### src/rtl/l2_dual_port_arbiter.sv
// l2_dual_port_arbiter
//   Shares the two L2 memory ports between NumReq host-side requesters.
//   Each request address is decoded to port 0, port 1 or a decode error.
//   Each port has its own round-robin arbiter. Responses come back in order
//   through a per-port ID FIFO. Decode errors are answered one cycle after
//   the grant.
// Ports:
//   clk_i, rst_ni        clock, asynchronous active-low reset
//   req_i .. be_i        requester-side request channel (req/gnt)
//   gnt_o                request accepted this cycle
//   rvalid_o, rdata_o,   requester-side response channel
//   err_o
//   port_req_o ..        port-side request channel towards the two L2 ports
//   port_be_o, port_gnt_i
//   port_rvalid_i,       port-side in-order responses
//   port_rdata_i
module l2_dual_port_arbiter #(
  parameter int unsigned           NumReq    = 4,
  parameter int unsigned           AddrWidth = 64,
  parameter int unsigned           DataWidth = 64,
  parameter logic [AddrWidth-1:0]  Port0Base = AddrWidth'('h7800_0000),
  parameter logic [AddrWidth-1:0]  Port0Size = AddrWidth'('h0020_0000),
  parameter logic [AddrWidth-1:0]  Port1Base = Port0Base + Port0Size,
  parameter logic [AddrWidth-1:0]  Port1Size = Port0Size,
  parameter int unsigned           FifoDepth = 4,
  parameter int unsigned           MaxReqOut = 3
) (
  input  logic                                 clk_i,
  input  logic                                 rst_ni,
  input  logic [NumReq-1:0]                    req_i,
  input  logic [NumReq-1:0][AddrWidth-1:0]     addr_i,
  input  logic [NumReq-1:0]                    we_i,
  input  logic [NumReq-1:0][DataWidth-1:0]     wdata_i,
  input  logic [NumReq-1:0][DataWidth/8-1:0]   be_i,
  output logic [NumReq-1:0]                    gnt_o,
  output logic [NumReq-1:0]                    rvalid_o,
  output logic [NumReq-1:0][DataWidth-1:0]     rdata_o,
  output logic [NumReq-1:0]                    err_o,
  output logic [1:0]                           port_req_o,
  output logic [1:0][AddrWidth-1:0]            port_addr_o,
  output logic [1:0]                           port_we_o,
  output logic [1:0][DataWidth-1:0]            port_wdata_o,
  output logic [1:0][DataWidth/8-1:0]          port_be_o,
  input  logic [1:0]                           port_gnt_i,
  input  logic [1:0]                           port_rvalid_i,
  input  logic [1:0][DataWidth-1:0]            port_rdata_i
);

  localparam int unsigned IdW   = (NumReq > 1) ? $clog2(NumReq) : 1;
  localparam int unsigned PtrW  = (FifoDepth > 1) ? $clog2(FifoDepth) : 1;
  localparam int unsigned FCntW = $clog2(FifoDepth + 1);
  localparam int unsigned CntW  = $clog2(MaxReqOut + 1);

  localparam logic [FCntW-1:0]   FDepth  = FCntW'(FifoDepth);
  localparam logic [PtrW-1:0]    FLast   = PtrW'(FifoDepth - 1);
  localparam logic [CntW-1:0]    MaxOut  = CntW'(MaxReqOut);
  localparam logic [IdW-1:0]     IdLast  = IdW'(NumReq - 1);
  // Upper bounds carry one extra bit so the range compare cannot wrap.
  localparam logic [AddrWidth:0] Port0End = {1'b0, Port0Base} + {1'b0, Port0Size};
  localparam logic [AddrWidth:0] Port1End = {1'b0, Port1Base} + {1'b0, Port1Size};

  typedef enum logic [1:0] {DST_P0 = 2'd0, DST_P1 = 2'd1, DST_ERR = 2'd2} dst_e;

  function automatic logic [IdW-1:0] rr_idx(input logic [IdW-1:0] base, input int unsigned off);
    return IdW'((32'(base) + off) % NumReq);
  endfunction

  dst_e                  tgt      [NumReq];
  logic [CntW-1:0]       cnt_q    [NumReq];
  logic [CntW-1:0]       cnt_d    [NumReq];
  dst_e                  dst_q    [NumReq];
  dst_e                  dst_d    [NumReq];
  logic [NumReq-1:0]     err_pend_q, err_pend_d;
  logic [IdW-1:0]        ptr_q    [2];
  logic [IdW-1:0]        ptr_d    [2];
  logic [1:0]            lock_q, lock_d;
  logic [IdW-1:0]        lock_id_q[2];
  logic [IdW-1:0]        lock_id_d[2];
  logic [IdW-1:0]        fifo_q   [2][FifoDepth];
  logic [IdW-1:0]        fifo_d   [2][FifoDepth];
  logic [PtrW-1:0]       wptr_q   [2];
  logic [PtrW-1:0]       wptr_d   [2];
  logic [PtrW-1:0]       rptr_q   [2];
  logic [PtrW-1:0]       rptr_d   [2];
  logic [FCntW-1:0]      fcnt_q   [2];
  logic [FCntW-1:0]      fcnt_d   [2];

  logic [NumReq-1:0]            elig, err_gnt, gnt_int, rvalid_int, err_int;
  logic [1:0][NumReq-1:0]       cand;
  logic [NumReq-1:0][DataWidth-1:0] rdata_int;
  logic [IdW-1:0]               win  [2];
  logic [IdW-1:0]               head [2];
  logic [1:0]                   preq, hs, pop, fifo_ne;

  // Address decode and eligibility.
  always_comb begin
    elig    = '0;
    cand    = '0;
    err_gnt = '0;
    for (int unsigned r = 0; r < NumReq; r++) begin
      if (({1'b0, addr_i[r]} >= {1'b0, Port0Base}) && ({1'b0, addr_i[r]} < Port0End)) begin
        tgt[r] = DST_P0;
      end else if (({1'b0, addr_i[r]} >= {1'b0, Port1Base}) && ({1'b0, addr_i[r]} < Port1End)) begin
        tgt[r] = DST_P1;
      end else begin
        tgt[r] = DST_ERR;
      end
      // A requester only talks to one destination at a time, so its
      // responses can never collide or reorder.
      elig[r]    = req_i[r] && (cnt_q[r] < MaxOut) && ((cnt_q[r] == '0) || (tgt[r] == dst_q[r]));
      cand[0][r] = elig[r] && (tgt[r] == DST_P0);
      cand[1][r] = elig[r] && (tgt[r] == DST_P1);
      err_gnt[r] = elig[r] && (tgt[r] == DST_ERR);
    end
  end

  // Per-port arbitration, FIFO bookkeeping and response routing.
  always_comb begin
    gnt_int    = err_gnt;
    rvalid_int = err_pend_q;
    err_int    = err_pend_q;
    rdata_int  = '0;
    fifo_d     = fifo_q;
    for (int unsigned p = 0; p < 2; p++) begin
      // Descending scan: the last hit is the one closest to the pointer.
      win[p] = ptr_q[p];
      for (int unsigned i = NumReq; i > 0; i--) begin
        if (cand[p][rr_idx(ptr_q[p], i - 1)]) win[p] = rr_idx(ptr_q[p], i - 1);
      end
      // A stalled request keeps its winner until the port accepts it.
      if (lock_q[p] && cand[p][lock_id_q[p]]) win[p] = lock_id_q[p];

      fifo_ne[p] = (fcnt_q[p] != '0);
      head[p]    = fifo_q[p][rptr_q[p]];
      pop[p]     = port_rvalid_i[p] && fifo_ne[p];
      // A pop this cycle frees a slot, so a full FIFO can still accept.
      preq[p]    = (|cand[p]) && !((fcnt_q[p] == FDepth) && !port_rvalid_i[p]);
      hs[p]      = preq[p] && port_gnt_i[p];

      port_addr_o[p]  = addr_i[win[p]];
      port_we_o[p]    = we_i[win[p]];
      port_wdata_o[p] = wdata_i[win[p]];
      port_be_o[p]    = be_i[win[p]];

      if (hs[p]) gnt_int[win[p]] = 1'b1;
      if (pop[p]) begin
        rvalid_int[head[p]] = 1'b1;
        rdata_int[head[p]]  = port_rdata_i[p];
      end

      ptr_d[p]     = hs[p] ? ((win[p] == IdLast) ? '0 : win[p] + 1'b1) : ptr_q[p];
      lock_d[p]    = preq[p] && !port_gnt_i[p];
      lock_id_d[p] = win[p];

      wptr_d[p] = wptr_q[p];
      rptr_d[p] = rptr_q[p];
      if (hs[p]) begin
        fifo_d[p][wptr_q[p]] = win[p];
        wptr_d[p] = (wptr_q[p] == FLast) ? '0 : wptr_q[p] + 1'b1;
      end
      if (pop[p]) rptr_d[p] = (rptr_q[p] == FLast) ? '0 : rptr_q[p] + 1'b1;
      case ({hs[p], pop[p]})
        2'b10:   fcnt_d[p] = fcnt_q[p] + 1'b1;
        2'b01:   fcnt_d[p] = fcnt_q[p] - 1'b1;
        default: fcnt_d[p] = fcnt_q[p];
      endcase
    end
  end

  // Per-requester outstanding counters and destinations.
  always_comb begin
    err_pend_d = err_gnt;
    for (int unsigned r = 0; r < NumReq; r++) begin
      cnt_d[r] = cnt_q[r];
      dst_d[r] = dst_q[r];
      if (gnt_int[r] && !rvalid_int[r]) cnt_d[r] = cnt_q[r] + 1'b1;
      if (!gnt_int[r] && rvalid_int[r]) cnt_d[r] = cnt_q[r] - 1'b1;
      if (gnt_int[r] && (cnt_q[r] == '0)) dst_d[r] = tgt[r];
    end
  end

  always_ff @(posedge clk_i or negedge rst_ni) begin
    if (!rst_ni) begin
      err_pend_q <= '0;
      lock_q     <= '0;
      for (int unsigned r = 0; r < NumReq; r++) begin
        cnt_q[r] <= '0;
        dst_q[r] <= DST_P0;
      end
      for (int unsigned p = 0; p < 2; p++) begin
        ptr_q[p]     <= '0;
        lock_id_q[p] <= '0;
        wptr_q[p]    <= '0;
        rptr_q[p]    <= '0;
        fcnt_q[p]    <= '0;
        for (int unsigned k = 0; k < FifoDepth; k++) fifo_q[p][k] <= '0;
      end
    end else begin
      err_pend_q <= err_pend_d;
      lock_q     <= lock_d;
      cnt_q      <= cnt_d;
      dst_q      <= dst_d;
      ptr_q      <= ptr_d;
      lock_id_q  <= lock_id_d;
      wptr_q     <= wptr_d;
      rptr_q     <= rptr_d;
      fcnt_q     <= fcnt_d;
      fifo_q     <= fifo_d;
    end
  end

  // Valids and response data are forced low while reset is asserted.
  always_comb begin
    gnt_o      = rst_ni ? gnt_int    : '0;
    rvalid_o   = rst_ni ? rvalid_int : '0;
    err_o      = rst_ni ? err_int    : '0;
    rdata_o    = rst_ni ? rdata_int  : '0;
    port_req_o = rst_ni ? preq       : '0;
  end

  rvalid_without_txn: assert property (@(posedge clk_i) disable iff (!rst_ni)
    (port_rvalid_i & ~fifo_ne) == 2'b00);

endmodule

### config.mk
export PLATFORM = sky130hd
export DESIGN_NAME = l2_dual_port_arbiter
export DESIGN_NICKNAME = d
export VERILOG_FILES = /design/src/rtl/l2_dual_port_arbiter.sv
export SDC_FILE = /design/constraint.sdc
export NUM_CORES = 1
export LEC_CHECK = 0
export CORE_AREA = 4 4 479 481
export CTS_BUF_LIST = sky130_fd_sc_hd__clkbuf_4 sky130_fd_sc_hd__clkbuf_8
export DETAILED_ROUTE_END_ITERATION = 6
export DIE_AREA = 0 0 483 485
export PLACE_DENSITY = 0.3
export SYNTH_ARGS = -nofsm -noshare
export SYNTH_HDL_FRONTEND = slang
export SYNTH_SLANG_ARGS = --single-unit
### constraint.sdc
create_clock -name clk_i -period 6.6 [get_ports clk_i]
set_input_delay 1.65 -clock clk_i [delete_from_list [all_inputs] [get_ports clk_i]]
set_output_delay 1.65 -clock clk_i [all_outputs]
set_load 0.1 [all_outputs]
==> impl_metrics.yaml <==
grt:
  grt_pass1_wl_um: 273500
  grt.met3_usage_pct: 4.473
  grt_pass1_vias: 28980
  gr-total-overflow: 0
  use_met2_pct: 31.03
  globalRouteMet1Util_pct: 19.26
  grt_usage_pct: 16.84
  grt_max_degree: 120
  antenna_found_initial: 80
  grt_most_used_layer: "met2"
power:
  power.total_w: 0.004310
  leakagePower_nw: 19.11
  power.switching_w: 0.002324
  seqPwrFrac_pct: 11.3
  switching_share_pct: 53.92
  powerDensity_mw_per_mm2: 81.50
  internal_power_w: 0.001986
  p_clk_share_pct: 7.5
  ir_worst_vdd_mv: 0.07575
  p_comb_share_pct: 81.2
timing:
  fmax_ghz: 0.1386
  worst_pin_slew_ps: 1072
  skew_ps: 13.34
  finalHoldViolCount: 0
  maxSlewHeadroom_pct: 26.65
  fin_hold_ws_ps: 481.4
  slew_viol_final: 0
  setup_viol: 278
  fin_crit_ps: 7213
  setup_ws_ps: -612.9
  min_period_over_period_pct: 109.3
  rsz0062_at_grt: "yes"
placed_design:
  dpl.hpwl_um: 169600
  postPlaceCellArea_mm2: 0.04422
  portBuffers: 1229
  routabilityCongestion: 0.8839
  pre_cts_slack_ps: -1598
cells_and_area:
  final_net_count: 4896
  final_util_pct: 23.54
  layout_commonest_cell: "buf_12"
  area_delta_synth_final_pct: 212.9
  drive_gt1_share_pct: 50.16
  fin_area_mm2: 0.05288
  most-common-layout-cells: "640 x buf_12, 548 x clkdlybuf4s50_1, 477 x buf_4"
clock_network:
  clock-sinks: 60
  clkTransAtPathRegs_ps: 70
  cts_buffers: 9
  clockBufferDepth: 2
  h-tree-depth: 3
  worstSkewPairLatency_ps: 360
  postCtsHoldBufs: 0
  cts_tree: "yes"
  root_buffer: "clkbuf_8"
logic_synthesis:
  synth_top_area_share_pct: 24.81
  synthDistinctLibCells: 80
  ys_seq_elements: 60
  synth_warnings: 0
  avgSynthCellArea_um2: 7.134
  yosys.area.top_type: "mux2i_1"
  async_flop_share_pct: 100.0
  synthesis.area_mm2: 0.01690
  synthCells: 2369
  synth_nets: 3081
  synth.area.top_cells: "mux2i_1 25%, a22oi_1 11%, nand2_1 11%"
  ys_seq_area_share_pct: 8.884
  synth_enable_flop_cells: 0
  ys.flop_type: "dfrtp_1"
detailed_routing:
  route.detailed.drc: 0
  vias: 28080
  via_per_inst: 3.897
  drt_iter0_markers: 1823
  wire_per_inst_um: 29.37
  wirelength_um: 211700
  dr.pass1.iters: 7
  drtAntennaViolNets: 0
die:
  core_area_mm2: 0.2247
  rows: 174
  die_w_um: 483
  boundaryPins: 1230
  die_y_um: 485
  initial_core_util_pct: 7.522
  design.die.area_mm2: 0.2343
min_path:
  hp-class: "register to register"
critical_path:
  critical_path_class: "input port to output port"
  cp_max_fo: 6
  critPathArrivalTime_ps: 5560
  cp.required_ps: 4950
  cp-end-kind: "output port"
  crit_path_start_kind: "input port"
outcome:
  outcome: "finished with violations"
  failed_checks: "negative setup slack"
flow_run:
  cap_violations: 0
cell usage after synthesis, types with 24 or more instances:
cell type	n
nand2_1	484
mux2i_1	419
nor2b_1	264
a22oi_1	256
a21oi_1	151
a32oi_1	137
clkbuf_1	118
buf_2	70
dfrtp_1	60
nor4_1	47
nor2_1	37
inv_1	29
ha_1	24
state kept, by name, indices dropped and copies added (netlist names):
name	flops
cnt_q	8
err_int	4
fifo_q	16
dst_q	8
rptr_q	4
wptr_q	4
lock_q	2
lock_id_q	4
fcnt_q	6
ptr_q	4
path summary, 6_finish.rpt:
path	from	end	slack, ps	cells after the start
setup reg to reg	dst_q[2]	cnt_q[5]	2530	20
hold / removal	fifo_q[8]	fifo_q[8]	480	2
max in group asynchronous	rst_ni	lock_id_q[3]	4130	3
min in group asynchronous	rst_ni	fcnt_q[5]	1740	2
setup / recovery	addr_i[24]	port_wdata_o[29]	-610	21
hold reg to reg	fifo_q[8]	fifo_q[8]	480	2
per-layer routing:
layer	vias up	part of all wire (%)
met5	-	0.069
met4	26	2.6
met3	223	6.7
met2	1148	52
met1	14160	39
li1	12520	-
timing repair:
action / in CTS / in global routing
setup buffers: 133 / 93
pin swaps: 234 / 120
setup endpoints to repair: 280 / 278
cloned: 49 / 20
resized for setup: 928 / 408
per-stage QoR:
stage	std cells	TNS, ps
2_1_floorplan	2369	-91830
3_3_place_gp	6906	-339150
4_1_cts	7097	-121090
6_report	7206	-129200
3_5_place_dp	6906	-334400
5_1_grt	7203	-159660
logic make-up (layout without fill, tap and decap cells):
logic type / after synthesis / after routing / synth area share [%]
and+or+nand+nor: 940 / 940 / 27.37
AOI/OAI and AO/OA: 631 / 631 / 26.50
muxes: 427 / 427 / 25.61
buffers and inverters: 259 / 2079 / 8.247
DFF: 60 / 60 / 8.884
adders and majority gates: 30 / 30 / 2.251
xor gates and xnor gates: 22 / 22 / 1.140
other: 0 / 25 / 0
power by group through the flow:
stage               sequential, W  clock [W]  combinational (W)
floorplan                0.000460          0            0.00159
global placement         0.000496          0            0.00330
detailed placement       0.000494          0            0.00330
CTS                      0.000487   0.000340            0.00344
global route             0.000495   0.000350            0.00364
finish                   0.000485   0.000323            0.00350
layout make-up:
| cell class | instances | area [µm²] |
|---|---|---|
| Multi-Input combinational cell | 2050 | 19990 |
| Clock buffer | 11 | 145.1 |
| Timing Repair inverter | 2 | 46.29 |
| Inverter | 31 | 132.6 |
| Antenna cell | 25 | 62.56 |
| Timing Repair Buffer | 2030 | 27220 |
| Clock inverter | 5 | 36.28 |
| Tap cell | 2992 | 3744 |
| Fill cell | 24300 | 171800 |
| Sequential cell | 60 | 1501 |
worst max-delay path, cell delays in order:
cell and delay (ps):
buf_6 90, or3_4 420, or4_4 480, buf_12 150, nor4_4 190, nand2_2 120, nor4_4 400, o31ai_2 100
a21oi_2 130, buf_4 150, a311oi_4 40, nor2_4 190, buf_12 160, buf_16 140, buf_16 150, buf_12 150
buf_16 150, nand2_4 60, a32oi_4 280, buf_6 160, buf_12 170
Note: power is estimated with default switching activity, not from simulation.
==> RTL change 1: new RTL, same flow settings <==
Change the parameter `AddrWidth` from 64 to 56.
--- a/src/rtl/l2_dual_port_arbiter.sv
+++ b/src/rtl/l2_dual_port_arbiter.sv
@@ -18,3 +18,3 @@
   parameter int unsigned           NumReq    = 4,
-  parameter int unsigned           AddrWidth = 64,
+  parameter int unsigned           AddrWidth = 56,
   parameter int unsigned           DataWidth = 64,
Interface: changed (resized addr_i and port_addr_o); port bits go from 1230 to 1182. The function was not compared with the original's and may differ.
==> RTL change 1 against the unedited design <==
- the flow still finishes with violations (setup timing)
- power increased by 1.3%
- area after synthesis increased by 38%
- sequential cell count unchanged
- routed wire length increased by 7.1%
- synthesized cell count increased by 35%
- final area increased by 2.7%
- via count increased by 23%
- setup slack improved by 0.60 ns
- critical path type unchanged
- largest power group unchanged
==> RTL change 1: results (changes against the unedited design) <==
- Status: complete, but fails checks
- Failing checks: setup timing
- Critical Path Sink: port_wdata_o[81]
- Seq/Total Area, Yosys: 0.0644 (-0.0244)
- Most frequent cells after synthesis: mux2i_1, nor3_1, clkbuf_1
- RR Startpoint: cnt_q[0]
- M1 WL: 102 mm (+24%)
- Post-synthesis mux area share: 0.238 (-0.0180)
- Clk Latency, worst-skew pair: 0.38 ns (+0.02 ns)
- Leak pwr: 19.0 nW (-0.33%)
- Worst setup margin: -0.00835 ns (+0.605 ns)
- Port bufs: 1181 (-3.9%)
- Via-to-Cell Ratio: 4.44 (+14%)
- Syn Nets: 3878 (+26%)
- Vias in the first global route: 34000 (+17%)
- Placed cell areas: 48300 um2 (+9.2%)
- Post-synthesis xor/xnor area fraction: 0.00677 (-0.00463)
- Number of distinct library cells after synthesis: 75 (-6.3%)
- Mean routed wirelength per cell: 29.2 um (-0.51%)
- Largest delay contributor family on the critical path: buffers and inverters
- Pin count of the biggest net entering global routing: 94 (-22%)
- Initial antenna violation count: 77 (-3.8%)
- Crit-path max FO: 7 (+1)
- Endpoints failing setup: 1 (-99.6%)
- GP Congestion: 0.885 (+0.17%)
- Skew final: 0.0123 ns (-0.00100 ns)
- Critical Path AT: 4.96 ns (-0.60 ns)
- Slew of the pin with the lowest slew margin: 0.965 ns (-0.108 ns)
- Reg2reg end: dst_q[3]
- VDD IR max: 0.0672 mV (-11%)
- Drt first pass iters: 5 (-2)
- Met3 routed WL: 11.3 mm (-21%)
- R2R Setup Slk: 2.71 ns (+0.18 ns)
-- RTL change 1: where the power goes --
group / internal [mW] / leakage (nW) / switching [mW]
sequential: 0.427 / 0.741 / 0.0907
clock: 0.176 / 0.0925 / 0.185
combinational: 1.37 / 18.2 / 2.11
-- RTL change 1: per-stage QoR --
stage | total power [mW] | setup WS [ns] | hold WS (ns) | TNS (ns) | std cells
after global placement | 3.89 | -1.50 | 0.461 | -262.79 | 7572
after floorplan | 2.18 | -0.486 | 0.445 | -48.70 | 3198
after CTS | 4.34 | -0.0334 | 0.490 | -0.119 | 7700
after global routing | 4.54 | -0.0994 | 0.521 | -2.24 | 7745
final | 4.37 | -0.00835 | 0.484 | -0.00835 | 7760
after detailed placement | 3.89 | -1.56 | 0.471 | -272.81 | 7572
-- RTL change 1: routing by layer --
layer,global-route usage,up-vias
met5,0,-
met4,0.0292,30
met3,0.0304,198
met2,0.307,1123
met1,0.242,17400
li1,-,15700
-- RTL change 1: area by class of cell --
cell class / instances / area, um2
flip-flops and latches: 60 / 1500
clock buffers: 9 / 124
repair buffers: 1926 / 25100
clock inverters: 7 / 75.1
fillers: 24200 / 170000
well taps: 2992 / 3740
multi-input cells: 2705 / 23600
diodes: 30 / 75.1
inverters: 31 / 129
-- RTL change 1: cells by family after synthesis --
group                      count (synthesis)
AOI/OAI and AO/OA                       1101
xor gates and xnor gates                  18
adders and majority gates                 32
buffers and inverters                    433
DFF                                       60
muxes                                    547
and+or+nand+nor                         1007
-- RTL change 1: how the worst min path moves through the flow --
stage,startpoint,endpoint,slack [ns]
2_1_floorplan,fifo_q[11],fifo_q[11],0.44
3_3_place_gp,fifo_q[15],fifo_q[15],0.46
3_5_place_dp,fifo_q[15],fifo_q[15],0.47
4_1_cts,fifo_q[15],fifo_q[15],0.49
5_1_grt,fifo_q[10],fifo_q[10],0.52
6_report,fifo_q[15],fifo_q[15],0.48
-- RTL change 1: worst min-delay path, stage by stage (launching register included) --
cell	delay [ns]
dfrtp_1	0.35
nand2_1	0.04
o21ai_0	0.06
-- RTL change 1: what timing repair did --
action,CTS,global route
pin swaps,85,61
buffers inserted,96,33
cloned,37,8
endpoints found under the setup margin,262,257
resized for setup,720,358
==> RTL change 2: new RTL, same flow settings <==
Made on the original files. Put a register stage on the output `err_o`, without a reset. The value now appears one clock later. The other outputs are not delayed to match.
--- a/src/rtl/l2_dual_port_arbiter.sv
+++ b/src/rtl/l2_dual_port_arbiter.sv
@@ -63,2 +63,4 @@
 
+  logic [NumReq-1:0] err_d;
+
   function automatic logic [IdW-1:0] rr_idx(input logic [IdW-1:0] base, input int unsigned off);
@@ -215,3 +217,3 @@
     rvalid_o   = rst_ni ? rvalid_int : '0;
-    err_o      = rst_ni ? err_int    : '0;
+    err_d      = rst_ni ? err_int    : '0;
     rdata_o    = rst_ni ? rdata_int  : '0;
@@ -223,2 +225,6 @@
 
+  always_ff @(posedge clk_i) begin
+    err_o <= err_d;
+  end
+
 endmodule
Check against the original RTL: not settled (the Yosys comparison gave no result); the edit may change what the design does.
==> RTL change 2 against the unedited design <==
- the run still ends with setup timing left
- setup slack worse by 0.18 ns
- power grew 4.7%
- area after synthesis grew 2.0%
- sequential cell count is 4 higher
- final area is 3.6% lower
- critical path depth fell by 5
- sequential share of layout area rose by 0.26 points
- worst hold slack better by 0.0040 ns
- routed wire length fell by 9.1%
- critical endpoint is now port_be_o[15]
==> RTL change 2: results (changes against the unedited design) <==
- Failing checks: setup timing
- Via count: 24900 (-11%)
- GP Congestion: 0.829 (-6.2%)
- CP peak stage delay: 0.53 ns (+0.05 ns)
- Critical Path Sink: port_be_o[15]
- Hold_sp: fifo_q[1]
- CTS resizes: 647 (-30%)
- Switching Share: 0.527 (-0.0126)
- Sequential power: 0.552 mW (+14%)
- Status: complete, but fails checks
- Pin count of the biggest net entering global routing: 77 (-36%)
- Vias in the first global route: 25900 (-11%)
- Endpoints failing setup: 278 (unchanged)
- R2R Setup Slk: 2.68 ns (+0.15 ns)
- Worst setup margin: -0.795 ns (-0.182 ns)
- Worst slack at placement: -1.93 ns (-0.328 ns)
- Post-synthesis mux area share: 0.498 (+0.242)
- Syn Nets: 2749 (-11%)
- Syn Inst Count: 2037 (-14%)
- Fill cells: 24200 (-0.43%)
- Number of setup buffers added after CTS: 79 (-41%)
- Post-synthesis xor/xnor area fraction: 0.0102 (-0.00124)
- Post-Synth Adder-Cell Area: 0.0221 (-0.000449)
- Asr flop ratio synth: 0.938 (-0.0625)
- Iteration-0 DRC Markers: 1204 (-34%)
- Most frequent cells after synthesis: mux2i_1, nor2b_1, a22oi_1
- Share of cells above drive strength 1: 0.502 (about the same)
- RR Startpoint: cnt_q[0]
- Synth top area cells: mux2i_1, a22oi_1, nor2b_1
## RTL change 2: cell count changes after synthesis, moves of 19 or more
| cell | delta |
|---|---|
| buf_4 | +20 |
| mux2i_1 | +413 |
| clkbuf_1 | -29 |
| nand2_1 | -429 |
| buf_2 | -19 |
| a32oi_1 | -137 |
| a21oi_1 | -141 |
## RTL change 2: routing by layer
metal | share of wire | up-vias | track usage
li1 | - | 11200 | -
met1 | 0.38 | 12300 | 0.175
met2 | 0.53 | 1031 | 0.290
met3 | 0.076 | 259 | 0.0458
met4 | 0.017 | 48 | 0.0208
met5 | 0.0016 | - | 0
## RTL change 2: area by class of cell
cell class | count | area share
timing repair buffer | 1888 | 0.478
multi-input combinational | 1760 | 0.409
tap | 2992 | 0.0734
sequential | 64 | 0.0310
inverter | 29 | 0.00263
clock buffer | 9 | 0.00243
clock inverter | 7 | 0.00236
antenna | 27 | 0.00133
